`config.mk`:
```
export PLATFORM = sky130hd
export DESIGN_NAME = washer_sequencer
export DESIGN_NICKNAME = d
export VERILOG_FILES = /design/src/rtl/washer_sequencer.sv
export SDC_FILE = /design/constraint.sdc
export NUM_CORES = 1
export LEC_CHECK = 0
export ABC_CLOCK_PERIOD_IN_PS = 4550
export CAP_MARGIN = 25
export CORE_AREA = 10 10 71 73
export DETAILED_ROUTE_END_ITERATION = 7
export DIE_AREA = 0 0 81 83
export GPL_TIMING_DRIVEN = 1
export PLACE_DENSITY = 0.76
export SYNTH_ARGS = -nofsm -noshare
export SYNTH_HDL_FRONTEND = slang
export SYNTH_SLANG_ARGS = --single-unit
```
`constraint.sdc`:
```
create_clock -name clk -period 4.55 [get_ports clk]
set_input_delay 0.455 -clock clk [delete_from_list [all_inputs] [get_ports clk]]
set_output_delay 0.455 -clock clk [all_outputs]
set_load 0.01 [all_outputs]
```
`src/rtl/washer_sequencer.sv`:
```
// washer_sequencer: wash-program FSM stepping phases on the shared timer's done.
// Optional lid pause, enabled by defining WASHER_LID_PAUSE_EN.
module washer_sequencer #(
  parameter int FILL_UNITS  = 1,
  parameter int WASH_UNITS  = 3,
  parameter int RINSE_UNITS = 2,
  parameter int DRAIN_UNITS = 1,
  parameter int SPIN_UNITS  = 2,
  parameter int RINSES      = 1
) (
  input  logic       clk,
  input  logic       rstn,
  input  logic       start_btn,
  input  logic       cancel,
`ifdef WASHER_LID_PAUSE_EN
  input  logic       lid_open,
`endif
  input  logic       timer_done,
  output logic       timer_start,
  output logic       valve_fill,
  output logic       motor_wash,
  output logic       motor_spin,
  output logic       pump_drain,
  output logic       door_lock,
  output logic       busy,
  output logic       cycle_done,
  output logic       aborted,
  output logic [3:0] state
);

  localparam logic [3:0] S_IDLE  = 4'd0;
  localparam logic [3:0] S_FILL  = 4'd1;
  localparam logic [3:0] S_WASH  = 4'd2;
  localparam logic [3:0] S_DRAIN = 4'd3;
  localparam logic [3:0] S_RINSE = 4'd4;
  localparam logic [3:0] S_SPIN  = 4'd5;
  localparam logic [3:0] S_DONE  = 4'd6;
  localparam logic [3:0] S_FLUSH = 4'd7;
`ifdef WASHER_LID_PAUSE_EN
  localparam logic [3:0] S_PAUSE = 4'd8;
`endif

  logic [3:0] r_state;
  logic [7:0] r_unit;
  logic [3:0] r_rinse;
  logic       r_washed;
  logic       r_abort;
  logic       r_start_q;
`ifdef WASHER_LID_PAUSE_EN
  logic [3:0] r_saved;
  logic [3:0] w_nxt_saved;
`endif

  logic [3:0] w_nxt_state;
  logic [7:0] w_nxt_unit;
  logic [3:0] w_nxt_rinse;
  logic       w_nxt_washed;
  logic       w_nxt_abort;
  logic [7:0] w_last;
  logic       w_tick;

  logic w_ts;
  logic w_fill;
  logic w_wash;
  logic w_spin;
  logic w_pump;
  logic w_busy;
  logic w_cd;
  logic w_ab;

  // done is sticky while start is low; only trust it a cycle after start
  assign w_tick = timer_done & r_start_q;
  assign state  = r_state;

  always_comb begin
    w_last = 8'd0;
    case (r_state)
      S_FILL:  w_last = 8'(FILL_UNITS - 1);
      S_WASH:  w_last = 8'(WASH_UNITS - 1);
      S_DRAIN: w_last = 8'(DRAIN_UNITS - 1);
      S_RINSE: w_last = 8'(RINSE_UNITS - 1);
      S_SPIN:  w_last = 8'(SPIN_UNITS - 1);
      default: w_last = 8'd0;
    endcase
  end

  always_ff @(posedge clk or negedge rstn) begin
    if (!rstn) begin
      r_state     <= S_IDLE;
      r_unit      <= 8'd0;
      r_rinse     <= 4'd0;
      r_washed    <= 1'b0;
      r_abort     <= 1'b0;
      r_start_q   <= 1'b0;
`ifdef WASHER_LID_PAUSE_EN
      r_saved     <= S_IDLE;
`endif
      timer_start <= 1'b0;
      valve_fill  <= 1'b0;
      motor_wash  <= 1'b0;
      motor_spin  <= 1'b0;
      pump_drain  <= 1'b0;
      door_lock   <= 1'b0;
      busy        <= 1'b0;
      cycle_done  <= 1'b0;
      aborted     <= 1'b0;
    end else begin
      r_state     <= w_nxt_state;
      r_unit      <= w_nxt_unit;
      r_rinse     <= w_nxt_rinse;
      r_washed    <= w_nxt_washed;
      r_abort     <= w_nxt_abort;
      r_start_q   <= timer_start;
`ifdef WASHER_LID_PAUSE_EN
      r_saved     <= w_nxt_saved;
`endif
      timer_start <= w_ts;
      valve_fill  <= w_fill;
      motor_wash  <= w_wash;
      motor_spin  <= w_spin;
      pump_drain  <= w_pump;
      door_lock   <= w_busy;
      busy        <= w_busy;
      cycle_done  <= w_cd;
      aborted     <= w_ab;
    end
  end

  always_comb begin
    w_nxt_state  = r_state;
    w_nxt_unit   = r_unit;
    w_nxt_rinse  = r_rinse;
    w_nxt_washed = r_washed;
    w_nxt_abort  = r_abort;
`ifdef WASHER_LID_PAUSE_EN
    w_nxt_saved  = r_saved;
`endif
    case (r_state)
      S_IDLE: begin
        if (start_btn && !cancel) begin
          w_nxt_state  = S_FILL;
          w_nxt_unit   = 8'd0;
          w_nxt_rinse  = 4'(RINSES);
          w_nxt_washed = 1'b0;
          w_nxt_abort  = 1'b0;
        end
      end
      S_FILL, S_WASH, S_DRAIN, S_RINSE, S_SPIN: begin
        if (cancel) begin
          w_nxt_state = S_FLUSH;
          w_nxt_unit  = 8'd0;
          w_nxt_abort = 1'b1;
        end else if (w_tick && r_unit != w_last) begin
          w_nxt_unit = r_unit + 8'd1;
        end else if (w_tick) begin
          w_nxt_unit = 8'd0;
          case (r_state)
            S_FILL:
              w_nxt_state = r_washed ? S_RINSE : S_WASH;
            S_WASH: begin
              w_nxt_state  = S_DRAIN;
              w_nxt_washed = 1'b1;
            end
            S_RINSE: begin
              w_nxt_state = S_DRAIN;
              w_nxt_rinse = r_rinse - 4'd1;
            end
            S_DRAIN: begin
              if (r_abort)
                w_nxt_state = S_IDLE;
              else if (r_rinse != 4'd0)
                w_nxt_state = S_FILL;
              else
                w_nxt_state = S_SPIN;
            end
            default: w_nxt_state = S_DONE;
          endcase
        end
`ifdef WASHER_LID_PAUSE_EN
        else if (lid_open) begin
          w_nxt_state = S_PAUSE;
          w_nxt_saved = r_state;
        end
`endif
      end
      S_FLUSH: begin
        if (w_tick) begin
          w_nxt_state = S_DRAIN;
          w_nxt_unit  = 8'd0;
        end
      end
`ifdef WASHER_LID_PAUSE_EN
      S_PAUSE: begin
        if (cancel) begin
          w_nxt_state = S_FLUSH;
          w_nxt_unit  = 8'd0;
          w_nxt_abort = 1'b1;
        end else if (!lid_open) begin
          w_nxt_state = r_saved;
        end
      end
`endif
      S_DONE:  w_nxt_state = S_IDLE;
      default: w_nxt_state = S_IDLE;
    endcase
  end

  always_comb begin
    w_ts   = 1'b0;
    w_fill = 1'b0;
    w_wash = 1'b0;
    w_spin = 1'b0;
    w_pump = 1'b0;
    w_cd   = 1'b0;
    case (w_nxt_state)
      S_FILL: begin
        w_ts   = 1'b1;
        w_fill = 1'b1;
      end
      S_WASH, S_RINSE: begin
        w_ts   = 1'b1;
        w_wash = 1'b1;
      end
      S_DRAIN, S_FLUSH: begin
        w_ts   = 1'b1;
        w_pump = 1'b1;
      end
      S_SPIN: begin
        w_ts   = 1'b1;
        w_spin = 1'b1;
      end
      S_DONE:  w_cd = 1'b1;
      default: w_ts = 1'b0;
    endcase
    w_busy = (w_nxt_state != S_IDLE);
    w_ab   = (w_nxt_state == S_IDLE) && (r_state == S_DRAIN) && r_abort;
  end

endmodule
```
==> qor.yml <==
cts:
  cts-root-buf: "clkbuf_8"
  cts_buffer_depth: 2
  clock-sinks: 27
  h-tree-depth: 1
  clk_latency_ps: 280
  cts_setup_buffers: 0
  path_clk_slew_ps: 100
  hold_buffers: 0
  cts_tree: "done"
  cts_buffers: 3
  post_cts_resized: 0
logic_synthesis:
  post-synth-top-area-cell: "dfrtp_1"
  synth_edf_count: 0
  syn-cell-area_um2: 1610
  async_flop_share_pct: 100
  synth_most_common_cell: "dfrtp_1"
  ys_ff_latch: 27
  ys_seq_area_share_pct: 42.0
  syn_inst: 175
  ys_types: 49
  syn_area_per_cell_um2: 9.19
  synth_nets: 182
  synth_top_area_share_pct: 42.0
  synth_area_leaders: "dfrtp_1 42%, nor2_1 3.7%, nand2_1 3.3%, a21o_1 2.8%, a21oi_1 2.5%"
  yosys_warnings: 0
  synth_common_cells: "27 x dfrtp_1, 16 x nor2_1, 14 x nand2_1"
  synth_flop_cell: "dfrtp_1"
critical_path:
  cpMostUsedCell: "and3_1"
  critPathCaptureType: "flip-flop"
  cp_max_fo: 21
  r2r_slack_ps: 1640
  slowest_stage: "or4b_4"
  arrival_ps: 3130
  path_cells: "or4b_4, a2111oi_4, and3_1, mux2_2, a21oi_1, and3_1"
  crit_family: "simple AND/OR/NAND/NOR gates"
  reg2reg_from: "state[2]"
  critPathLaunchType: "flip-flop"
  cp_slowest_stage_delay_ps: 620
  crit_buf_inv: 0
  reg2reg_depth: 6
  crit_type: "reg -> reg"
  cp.required_ps: 4770
  r2r_end: "aborted"
floorplanning:
  start_util_pct: 44.3
  dieWidth_um: 81
  die_area_um2: 6720
  ios: 18
  die_h_um: 83
  rows: 22
  core_um2: 3630
timing:
  finalHoldViolCount: 0
  worst_pin_slew_ps: 559
  setup-tns-final_ps: 0
  maxSlewHeadroom_pct: 62.7
  rsz0062_at_grt: "false"
  fin_crit_sh_pct: 63.9
  maxSlewViolCount: 0
  worst_slack_ps: 1640
  fin_crit_ps: 2910
  max_freq_ghz: 0.344
  finalSetupViolations: 0
  fin_worst_skew_ps: 7.36
placed_design:
  gp_routability_congestion: 0.786
  io_buffer_count: 17
  place_ws_ps: 1660
  post-dp-hpwl_mm: 2.60
status:
  outcome: "finished clean"
final_layout:
  nFillCells: 345
  final_util_pct: 50.5
  syn_to_final_growth_pct: 14.1
  nNetsFinal: 195
  diodes: 0
  drive_gt1_share_pct: 10.2
global_routing:
  antenna_found_initial: 0
  met2_usage_pct: 17.2
  grtUsageMet3_pct: 2.05
  busiest_layer: "met2"
  grt_pass1_wl_mm: 6.11
  grt.total_usage_pct: 10.9
  grt_max_degree: 28
  gr-total-overflow: 0
  grt_pass1_vias: 1271
  use_met1_pct: 14.6
routing:
  drcViolationCount: 0
  firstDrtPassIters: 4
  postRouteAntennaNets: 0
  first_iter_violations: 72
  wire_per_inst_um: 14.9
  num_vias: 1315
  viasPerCell: 5.60
  wl_mm: 3.50
run:
  max_cap_viol_count: 0
hold_path:
  hold_end: "r_start_q"
  hp-class: "reg -> reg"
  whs_path_depth: 0
  worstHoldStart: "timer_start"
power:
  p_leak_nw: 0.789
  peakVddDrop_v: 0.000179
  p_per_area_nw_per_um2: 438
[registers in the layout, indices dropped and copies added (netlist names)]
name	count
valve_fill	1
busy	1
timer_start	1
r_rinse	4
state	4
aborted	1
r_abort	1
r_start_q	1
motor_spin	1
pump_drain	1
motor_wash	1
cycle_done	1
r_unit	8
r_washed	1
[placed cells by master, fill, tap and decap left out, drive strengths merged, types with 2 or more instances in the layout]
cell type,instances
o211ai,2
nand2b,2
a2111oi,2
nor3,5
o21ai,9
dfrtp,27
xor2,3
a21oi,9
nor3b,3
nor4,4
inv,7
and3,6
nand3b,2
clkbuf,3
or2,3
a21o,6
o21bai,3
and2,2
nor2b,3
mux2i,3
a211oi,3
ha,2
clkdlybuf4s50,17
a31oi,2
or4b,2
o31ai,2
nor2,16
nand3,8
mux2,2
or3,3
nand2,14
[layer usage]
layer  up-vias  share of wire, %
li1        649                 -
met1       644                48
met2        18                48
met3         4               2.5
met4         0               1.1
met5         -                 0
[stage by stage]
stage	cell area [µm²]	total power, mW	hold WS [ps]	std cells
final	1840	0.803	382	235
after global placement	1790	0.666	367	231
after global routing	1840	0.869	413	235
after CTS	1840	0.811	385	235
after floorplan	1610	0.569	159	175
after detailed placement	1790	0.671	365	231
[worst max path at each step]
stage                     startpoint  depth (start not counted)  slack, ps      end
after floorplan             state[3]                          8       2050  aborted
after global placement      state[2]                          6       1740  aborted
after detailed placement    state[2]                          6       1660  aborted
after CTS                   state[2]                          6       1630  aborted
after global routing        state[2]                          6       1480  aborted
final                       state[2]                          6       1640  aborted
[where the power goes]
part / internal [mW] / total (mW) / leakage [nW] / switching, mW
logic: 0.153 / 0.321 / 0.407 / 0.167
registers: 0.287 / 0.344 / 0.360 / 0.0572
clock network: 0.0622 / 0.139 / 0.0217 / 0.0764
total: 0.502 / 0.803 / 0.789 / 0.301
[final cells by class]
| type | instances | area [µm²] | area share, % |
|---|---|---|---|
| Timing Repair Buffer | 18 | 178 | 9.68 |
| Inverter | 7 | 26.3 | 1.43 |
| Clock buffer | 3 | 41.3 | 2.25 |
| Tap cell | 48 | 60.1 | 3.27 |
| Clock inverter | 1 | 7.51 | 0.409 |
| Sequential cell | 27 | 676 | 36.8 |
| Multi-Input combinational cell | 131 | 847 | 46.1 |
[cells by family after synthesis]
group	share of synthesized area [%]
and+or+nand+nor	25.3
AOI/OAI and AO/OA	20.1
DFF	42.0
buffers and inverters	5.37
muxes	3.27
xor gates and xnor gates	2.18
adders and majority gates	1.55
other	0.233
No activity file was read; power rests on OpenSTA's default activity.
